$ cat src/rtl/cc_pkg.sv
// cc_pkg: shared state encoding, NZP codes and word classification for cc_sched.
package cc_pkg;
  typedef enum logic [1:0] {IDLE, WRITE, EVAL} cc_state_t;
  localparam logic [2:0] CC_N = 3'b100;
  localparam logic [2:0] CC_Z = 3'b010;
  localparam logic [2:0] CC_P = 3'b001;
  localparam int CC_MAX_W = 64;
  // word is zero-extended to CC_MAX_W; w is the real width so the sign bit is word[w-1]
  function automatic logic [2:0] cc_classify(input logic [CC_MAX_W-1:0] word, input int w);
    return word == '0 ? CC_Z : word[6'(w - 1)] ? CC_N : CC_P;
  endfunction
endpackage

$ cat src/rtl/cc_sched_rr_arbiter.sv
// rr_arbiter: round-robin one-hot grant; search starts at ptr, ptr moves past the winner on advance.
module rr_arbiter #(
  parameter int NUM_SRC = 2,
  localparam int PW = NUM_SRC > 1 ? $clog2(NUM_SRC) : 1
) (
  input  logic               Clk,
  input  logic               Reset_n,
  input  logic [NUM_SRC-1:0] req,
  input  logic               advance,
  output logic [NUM_SRC-1:0] gnt,
  output logic [PW-1:0]      win
);
  logic [PW-1:0] ptr;
  function automatic int slot(input int i);
    return (int'(ptr) + i) % NUM_SRC;
  endfunction
  // scan farthest-first so the requester closest to ptr overwrites the rest
  always_comb begin
    gnt = '0;
    win = '0;
    for (int i = NUM_SRC - 1; i >= 0; i--)
      if (req[slot(i)]) begin
        gnt = NUM_SRC'(1) << slot(i);
        win = PW'(slot(i));
      end
  end
  always_ff @(posedge Clk or negedge Reset_n)
    if (!Reset_n) ptr <= '0;
    else if (advance) ptr <= PW'((int'(win) + 1) % NUM_SRC);
endmodule

$ cat src/rtl/cc_sched.sv
// cc_sched: LC-3 NZP condition-code scheduler; arbitrates CC writes and sequences branch evaluation.
// Optional CC_STALL_CNT_EN adds stall_cnt, counting cycles a branch waits for service.
module cc_sched
  import cc_pkg::*;
#(
  parameter int NUM_SRC = 2,
  parameter int DATA_W  = 16
) (
  input  logic                      Clk,
  input  logic                      Reset_n,
  input  logic [NUM_SRC-1:0]        src_valid,
  input  logic [NUM_SRC*DATA_W-1:0] src_data,
  output logic [NUM_SRC-1:0]        src_ready,
  input  logic                      br_req,
  input  logic [2:0]                br_cond,
  output logic                      br_ack,
  output logic                      br_taken,
  output logic [2:0]                cc_out,
  output logic                      cc_busy
`ifdef CC_STALL_CNT_EN
  ,output logic [15:0]              stall_cnt
`endif
);
  localparam int PW = NUM_SRC > 1 ? $clog2(NUM_SRC) : 1;
  cc_state_t state, state_nx;
  logic [NUM_SRC-1:0] gnt;
  logic [PW-1:0] win;
  logic [DATA_W-1:0] word;
  logic br_prio, br_first;
  assign br_first = br_prio && br_req;
  assign src_ready = (Reset_n && state == IDLE && !br_first) ? gnt : '0;
  assign cc_busy = state != IDLE || |src_valid;
  rr_arbiter #(.NUM_SRC(NUM_SRC)) u_arb (
    .Clk(Clk), .Reset_n(Reset_n), .req(src_valid), .advance(|src_ready), .gnt(gnt), .win(win)
  );
  always_ff @(posedge Clk or negedge Reset_n)
    if (!Reset_n) state <= IDLE;
    else state <= state_nx;
  // a branch that waited out one write jumps ahead of further writes
  always_comb
    state_nx = state != IDLE ? IDLE :
               br_first      ? EVAL :
               |src_valid    ? WRITE :
               br_req        ? EVAL : IDLE;
  always_ff @(posedge Clk or negedge Reset_n)
    if (!Reset_n) begin
      word     <= '0;
      cc_out   <= '0;
      br_ack   <= 1'b0;
      br_taken <= 1'b0;
      br_prio  <= 1'b0;
    end else begin
      br_ack <= state == EVAL;
      if (|src_ready) word <= src_data[int'(win)*DATA_W +: DATA_W];
      if (state == WRITE) begin
        cc_out  <= cc_classify(CC_MAX_W'(word), DATA_W);
        br_prio <= br_req;
      end
      if (state == EVAL) begin
        br_taken <= |(br_cond & cc_out);
        br_prio  <= 1'b0;
      end
    end
`ifdef CC_STALL_CNT_EN
  always_ff @(posedge Clk or negedge Reset_n)
    if (!Reset_n) stall_cnt <= '0;
    else if (br_req && state != EVAL && !br_ack && stall_cnt != 16'hFFFF) stall_cnt <= stall_cnt + 16'd1;
`endif
endmodule

$ cat config.mk
export PLATFORM = sky130hd
export DESIGN_NAME = cc_sched
export DESIGN_NICKNAME = d
export VERILOG_FILES = /design/src/rtl/cc_pkg.sv /design/src/rtl/cc_sched_rr_arbiter.sv /design/src/rtl/cc_sched.sv
export SDC_FILE = /design/constraint.sdc
export NUM_CORES = 1
export LEC_CHECK = 0
export ABC_AREA = 1
export CAP_MARGIN = 20
export CORE_UTILIZATION = 48
export CTS_BUF_LIST = sky130_fd_sc_hd__clkbuf_8 sky130_fd_sc_hd__clkbuf_16
export CTS_CLUSTER_DIAMETER = 40
export DETAILED_ROUTE_END_ITERATION = 8
export PLACE_DENSITY = 0.89
export SLEW_MARGIN = 25
export SYNTH_ARGS = -nofsm -noshare
export SYNTH_HDL_FRONTEND = slang
export SYNTH_SLANG_ARGS = --single-unit
$ cat constraint.sdc
create_clock -name Clk -period 3.1 [get_ports Clk]
set_input_delay 0.465 -clock Clk [delete_from_list [all_inputs] [get_ports Clk]]
set_output_delay 0.465 -clock Clk [all_outputs]
set_load 0.05 [all_outputs]
==> summary.md, run 1 <==
| Metric | Value |
|---|---|
| WL per Instance | `10.91 microns` |
| Setup Viol. Count Final | `0` |
| P_sw | `~0.60 mW` |
| Mux share of post-synthesis cell area | `0` |
| Crit path kind | `in2out` |
| RSZ-0062 raised after global routing | `no` |
| Synth warnings | `0` |
| Power share of the sequential group | `0.383` |
| Status | `finished clean` |
| Clk pwr share | `0.129` |
| CP Launch Type | `primary input` |
| Register area share after synthesis | `0.4587` |
| Synth Area in Compound Gates | `0.02294` |
| Commonest non-fill, non-tap cell in the layout | `nand2_1` |
| Synth unique cells | `16` |
| Final Max Slew Viols | `0` |
| Worst-Margin Slew | `a little under 0.5 ns` |
| Most frequent cells in the layout | `83 x nand2_1, 45 x clkdlybuf4s50_1, 34 x nand3_1` |
| Die ar. | `just over 0.003 sq mm` |
| Combinational power share | `0.489` |
| FF+latch area | `between 600 and 700 sq um` |
| Max incr delay on CP | `between 0.5 and 0.6 ns` |
| Worst path required time | `about 2.6 ns` |
| Slowest cell on the critical path | `clkdlybuf4s50_1` |
| CTS tree | `yes` |
| Die Height | `around 55 microns` |
| Avg Inst Size Synth | `between 7 and 8 sq um` |
| Tot Pwr | `approximately 1.4 mW` |
| Cts hold-fix bufs | `0` |
| Design area | `approximately 0.0019 sq mm` |
| Drt first-iter violations | `30` |
| Worst Hold Class | `reg2reg` |
| Synth Instances | `around 190` |
| Finished Core Util | `0.7382` |
| Worst R2R Path Depth | `8` |
| Cell taking the most area after synthesis | `dfrtp_1` |
| Final #Nets | `roughly 280` |
| Clock sink total | `25` |
| Adder and majority gate portion of the synthesized area | `0.02752` |
| Final Hold Fails | `0` |
| Clock latency on the worst-skew pair | `0.26 ns` |
| Crit path DAT | `roughly 2 ns` |
| Total negative slack | `0 ns` |
| Area Growth Syn to Fin | `40.18%` |
| Postcts setup bufs | `0` |
| Dominant combinational cell family by area after synthesis | `simple AND/OR/NAND/NOR gates` |
| Initial antenna violation count | `0` |
| Multi-input gate area in the final layout | `663.1 sq um` |
| Overall routing resource usage | `0.2045` |
| Clk_skew | `around 0.0016 ns` |
| Pint | `approximately 0.83 mW` |
| Slew HR | `0.6747` |
| Largest net degree at the start of global routing | `26` |
| Ant diodes | `0` |
| Buf+Inv Stages, Crit Path | `3` |
| Peak supply drop | `roughly 730 uV` |
| Synth Cell Area | `between 0.001 and 0.0015 sq mm` |
| H-Tree Depth | `1` |
| Hold Crit Depth | `2` |
| Tcrit/Tclk final | `0.7997` |
| Crit-path cells | `clkdlybuf4s50_1, nand2_2, nand2_4, nand2_4, inv_1, buf_12` |
| Tmin final | `2.479 ns` |
| I/O Pins | `48` |
| Maximum buffer depth of the clock tree | `2` |
| Area contributors post-synth | `dfrtp_1 46%, nand2_1 23%, nand3_1 12%, nor2_1 3.6%, inv_1 3.0%` |
| CTS resizes | `0` |
| Xor/xnor share of the synthesized area | `0` |
| Placed wire-length estimate | `approximately 2.3 mm` |
| Flops & latches, synth | `25` |
| Routability Congestion | `0.8621` |
| First-pass GRT wire length | `~5.2 mm` |
| Worst-path clk slew | `around 0.080 ns` |
| Drt pass-1 iters | `4` |
| Max-Cap Viols | `0` |
| Drt drc | `0` |
| Port Buffers | `between 40 and 50` |
| Die X-Extent | `roughly 55 microns` |
| Detailed-route via count | `between 1000 and 1500` |
| CTS Root Cell | `clkbuf_8` |
| Routed WL | `2.892 mm` |
| Post-Synthesis Net Count | `around 230` |
| Ratio of cells with drive above 1 in the final layout | `0.05957` |
| Peak Freq | `~400 MHz` |
| Fill count | `198` |
| Worst path top cell family by delay | `buffers and inverters` |
| Critical Path Stages | `6` |
| Worst-path maximum fanout | `18` |
| Fin Hold WS | `between 0.5 and 0.6 ns` |
| CP most frequent cell | `nand2_4` |
| Power per cell area | `748.3 mW/mm^2` |
| Routed vias/inst | `between 5 and 6` |
| Synth Area in Simple Gates | `0.4358` |
| Number of global-route vias before repair | `1322` |
| Core Area | `0.002590 sq mm` |
| Cell Area, Placed | `between 0.0015 and 0.002 sq mm` |
| Initial core utilization | `0.5266` |
| CP endpoint kind | `output pin` |
| Sw frac | `0.4196` |
| Yosys top cell area share | `0.4587` |
| CTS buffer count | `3` |
| Detail Route Antenna Nets | `0` |
| Row count | `18` |
| LEAKAGE | `0.9961 nW` |
| Remaining Overflow, GRT | `0` |
## cells by family after synthesis
family	after synthesis
buffers and inverters	17
adder cells (fa/ha/maj)	3
AND/OR/NAND/NOR	138
AO/OA/AOI/OAI	6
flip-flops	25
## path summary, 6_finish.rpt
| kind | startpoint | slack [ns] | endpoint |
|---|---|---|---|
| worst max-delay path | src_valid[1] | 0.62 | src_ready[1] |
| worst min-delay path | cc_out[2]$_DFFE_PN0N_ | 0.51 | cc_out[2]$_DFFE_PN0N_ |
| worst max register to register | state[1]$_DFF_PN0_ | 1.42 | word[0]$_DFFE_PN0P_ |
| worst min register to register | cc_out[2]$_DFFE_PN0N_ | 0.51 | cc_out[2]$_DFFE_PN0N_ |
| max in group asynchronous | Reset_n | 2.28 | word[9]$_DFFE_PN0P_ |
| min in group asynchronous | Reset_n | 0.58 | br_prio$_DFFE_PN0P_ |
## registers in the layout, indices dropped and copies added, names as in the netlist
signal / cells
br_taken: 1
word: 16
br_ack: 1
br_prio: 1
state: 2
u_arb.ptr: 1
cc_out: 3
## power groups by stage
stage               combinational, mW  clock [mW]  sequential (mW)
detailed placement              0.700           0            0.553
CTS                             0.705       0.190            0.547
global placement                0.681           0            0.548
finish                          0.699       0.184            0.547
global route                    0.785       0.204            0.567
floorplan                       0.422           0            0.616
## per-stage QoR
| stage | worst slack (ns) | instances |
|---|---|---|
| 2_1_floorplan | 1.137 | 189 |
| 6_report | 0.6210 | 265 |
| 3_5_place_dp | 0.6346 | 261 |
| 4_1_cts | 0.6106 | 265 |
| 3_3_place_gp | 0.6692 | 261 |
| 5_1_grt | 0.4954 | 265 |
## cells in the mapped netlist (all sizes together)
cell type	n
o21ai	1
a21oi	4
nand3	34
ha	3
nor3	1
nor2	14
clkbuf	2
a31oi	1
nand2	89
buf	4
inv	11
dfrtp	25
## layer usage
metal / global-route usage / wire, microns / share of wire
met1: 0.2611 / 1242 / 0.43
met3: 0.02108 / 157 / 0.054
met4: 0.07143 / 27 / 0.0093
met5: 0 / 0 / 0
met2: 0.3597 / 1463 / 0.51
## worst reg2reg max path: cells and delay by family, from the launching register on
kind	cells	cell delay, ns
DFF	1	0.40
adders and majority gates	1	0.19
buffers and inverters	1	0.08
and+or+nand+nor	6	0.96
## cell type report
class | instances | area share
clock buffer | 3 | 0.02160
clock inverter | 1 | 0.002618
inverter | 11 | 0.02160
multi-input combinational | 147 | 0.3469
sequential | 25 | 0.3272
tap | 30 | 0.01963
timing repair buffer | 48 | 0.2605
No activity file was read; power rests on OpenSTA's default activity.
==> run 2: changes to the inputs <==
CORE_UTILIZATION = 44   (was 48)
PLACE_DENSITY = 0.82   (was 0.89)
clock period = 2.3 ns   (was 3.1 ns; I/O delays follow)
==> run 2 against run 1 <==
  * The flow now finishes with violations (design-rule violations)
  * Non-clock buffer count rose by 3
  * Routed wire length grew 2.4%
  * Design area grew 1.7%
  * Via count is 0.22% higher
  * Sequential cell count unchanged
  * Total power rose by 37%
  * Die area up 8.8%
  * Sequential power grew 35%
  * Final cell count grew 1.5%
  * Critical endpoint unchanged
  * Largest cell class unchanged
==> summary.md, run 2 (synthesis gave the netlist of run 1 again) <==
| Metric | Value |
|---|---|
| Status | `finished, violations left` |
| Failing checks | `design-rule violations` |
| Core Area | `roughly 0.0029 sq mm` |
| Clk_skew | `roughly 0.0036 ns` |
| Die ar. | `about 0.0033 sq mm` |
| Reg with most FFs | `word` |
| Finished Core Util | `0.6816` |
| Tcrit/Tclk final | `0.8858` |
| Initial core utilization | `0.4781` |
| Routability Congestion | `around 0.8` |
| Combinational power share | `0.495` |
| Port Buffers | `between 40 and 50` |
| Cts hold-fix bufs | `0` |
| Crit path kind | `in2out` |
| Drt drc | `3` |
| CTS Root Cell | `clkbuf_8` |
| Die X-Extent | `roughly 58 microns` |
| Final #Nets | `between 200 and 300` |
| Drt pass-1 iters | `6` |
| Setup Viol. Count Final | `0` |
| CP Launch Type | `primary input` |
| Drt first-iter violations | `53` |
| Ant diodes | `0` |
| Detailed-route via count | `around 1300` |
| Design area | `0.001944 sq mm` |
| Clock sink total | `25` |
| LEAKAGE | `1.017 nW` |
| I/O Pins | `48` |
| CP endpoint kind | `output pin` |
| CP most frequent cell | `nand2_4` |
| Slowest cell on the critical path | `clkdlybuf4s50_1` |
| Placed wire-length estimate | `about 2.3 mm` |
| WL per Instance | `around 11 microns` |
| H-Tree Depth | `1` |
| Max reg flops | `16` |
| Final Max Slew Viols | `0` |
| CTS tree | `yes` |
| Postcts setup bufs | `0` |
| Remaining Overflow, GRT | `0` |
| Commonest non-fill, non-tap cell in the layout | `nand2_1` |
| Cell Area, Placed | `0.001899 sq mm` |
| Peak Freq | `approximately 500 MHz` |
| First-pass GRT wire length | `a little over 5 mm` |
| CTS resizes | `0` |
| RSZ-0062 raised after global routing | `no` |
| Most frequent cells in the layout | `83 x nand2_1, 44 x clkdlybuf4s50_1, 34 x nand3_1` |
| Power per cell area | `a little over 1000 mW/mm^2` |
| Finished Layout Cells | `about 270` |
| Die Height | `between 50 and 60 microns` |
| Max incr delay on CP | `0.56 ns` |
| Worst-path maximum fanout | `18` |
| Tmin final | `slightly above 2 ns` |
| Max-Cap Viols | `0` |
| Pint | `1.137 mW` |
| Largest net degree at the start of global routing | `26` |
| Row count | `19` |
| Worst-path clk slew | `approximately 0.08 ns` |
| Ratio of cells with drive above 1 in the final layout | `0.07143` |
| Total negative slack | `0 ns` |
| Routed vias/inst | `approximately 5` |
| Routed WL | `just under 3 mm` |
| Maximum buffer depth of the clock tree | `2` |
| Slew HR | `0.6625` |
| Dpl cells | `between 200 and 300` |
| Initial antenna violation count | `0` |
| Crit-path cells | `clkdlybuf4s50_1, nand2_2, nand2_4, nand2_4, inv_1, buf_12` |
| Sw frac | `0.4193` |
| Worst-Margin Slew | `0.5047 ns` |
| P_sw | `~0.82 mW` |
| Detail Route Antenna Nets | `0` |
| Top flop regs | `word x16, cc_out x3, state x2` |
| Overall routing resource usage | `0.1970` |
| Clk pwr share | `0.127` |
| Fin Hold WS | `roughly 0.47 ns` |
| Area Growth Syn to Fin | `42.57%` |
| Power share of the sequential group | `0.378` |
| Worst path required time | `between 1.5 and 2 ns` |
| Worst Hold Class | `in2async` |
| Number of global-route vias before repair | `approximately 1300` |
| Peak supply drop | `roughly 410 uV` |
| CTS buffer count | `3` |
| Crit path DAT | `between 1.5 and 2 ns` |
| Clock latency on the worst-skew pair | `~0.26 ns` |
| Final Hold Fails | `0` |
run 2: path summary, 6_finish.rpt:
| check | start | to | slack [ns] | cells past startpoint |
|---|---|---|---|---|
| min in group Clk | cc_out[2]$_DFFE_PN0N_ | cc_out[2]$_DFFE_PN0N_ | 0.51 | 2 |
| hold / removal | Reset_n | state[1]$_DFF_PN0_ | 0.47 | 2 |
| hold reg to reg | cc_out[2]$_DFFE_PN0N_ | cc_out[2]$_DFFE_PN0N_ | 0.51 | 2 |
| max in group asynchronous | Reset_n | word[2]$_DFFE_PN0P_ | 1.59 | 2 |
| setup reg to reg | state[0]$_DFF_PN0_ | word[5]$_DFFE_PN0P_ | 0.61 | 9 |
| setup / recovery | src_valid[1] | src_ready[1] | 0.26 | 6 |
run 2: layout make-up:
class / count / area, sq um
Clock buffer: 3 / 41.29
Inverter: 11 / 41.29
Tap cell: 31 / 38.79
Sequential cell: 25 / 625.6
Multi-Input combinational cell: 147 / 663.1
Timing Repair Buffer: 51 / 530.5
Fill cell: 271 / 908.4
Clock inverter: 1 / 3.754
run 2: power groups by stage:
stage	logic, mW	clock network (mW)	registers, mW
2_1_floorplan	0.569	0	0.830
3_3_place_gp	0.945	0	0.737
3_5_place_dp	0.973	0	0.747
4_1_cts	0.979	0.249	0.739
5_1_grt	1.09	0.268	0.759
6_report	0.970	0.248	0.740
run 2: routing by layer:
layer / share of wire / vias up / global-route usage
met5: 0 / - / 0
li1: - / 695 / -
met4: 0.0047 / 0 / 0.04082
met1: 0.44 / 588 / 0.2427
met2: 0.50 / 59 / 0.3738
met3: 0.061 / 2 / 0.02009
run 2: through the flow:
step           setup slack, ns  total power, mW
3_5_place_dp            0.2893            1.719
5_1_grt                 0.1702            2.119
4_1_cts                 0.2809            1.968
3_3_place_gp            0.3030            1.682
6_report                0.2626            1.958
2_1_floorplan           0.4574            1.400
run 2: worst max-delay path: cells and delay by family:
| kind | cells | cell delay, ns |
|---|---|---|
| buf+inv | 3 | 0.87 |
| simple gates | 3 | 0.47 |
==> run 3: changes to the inputs <==
CTS_CLUSTER_SIZE = 10   (was unset)
==> results of run 3 <==
Same layout as run 2: the final DEF is identical, and so are final timing and power.
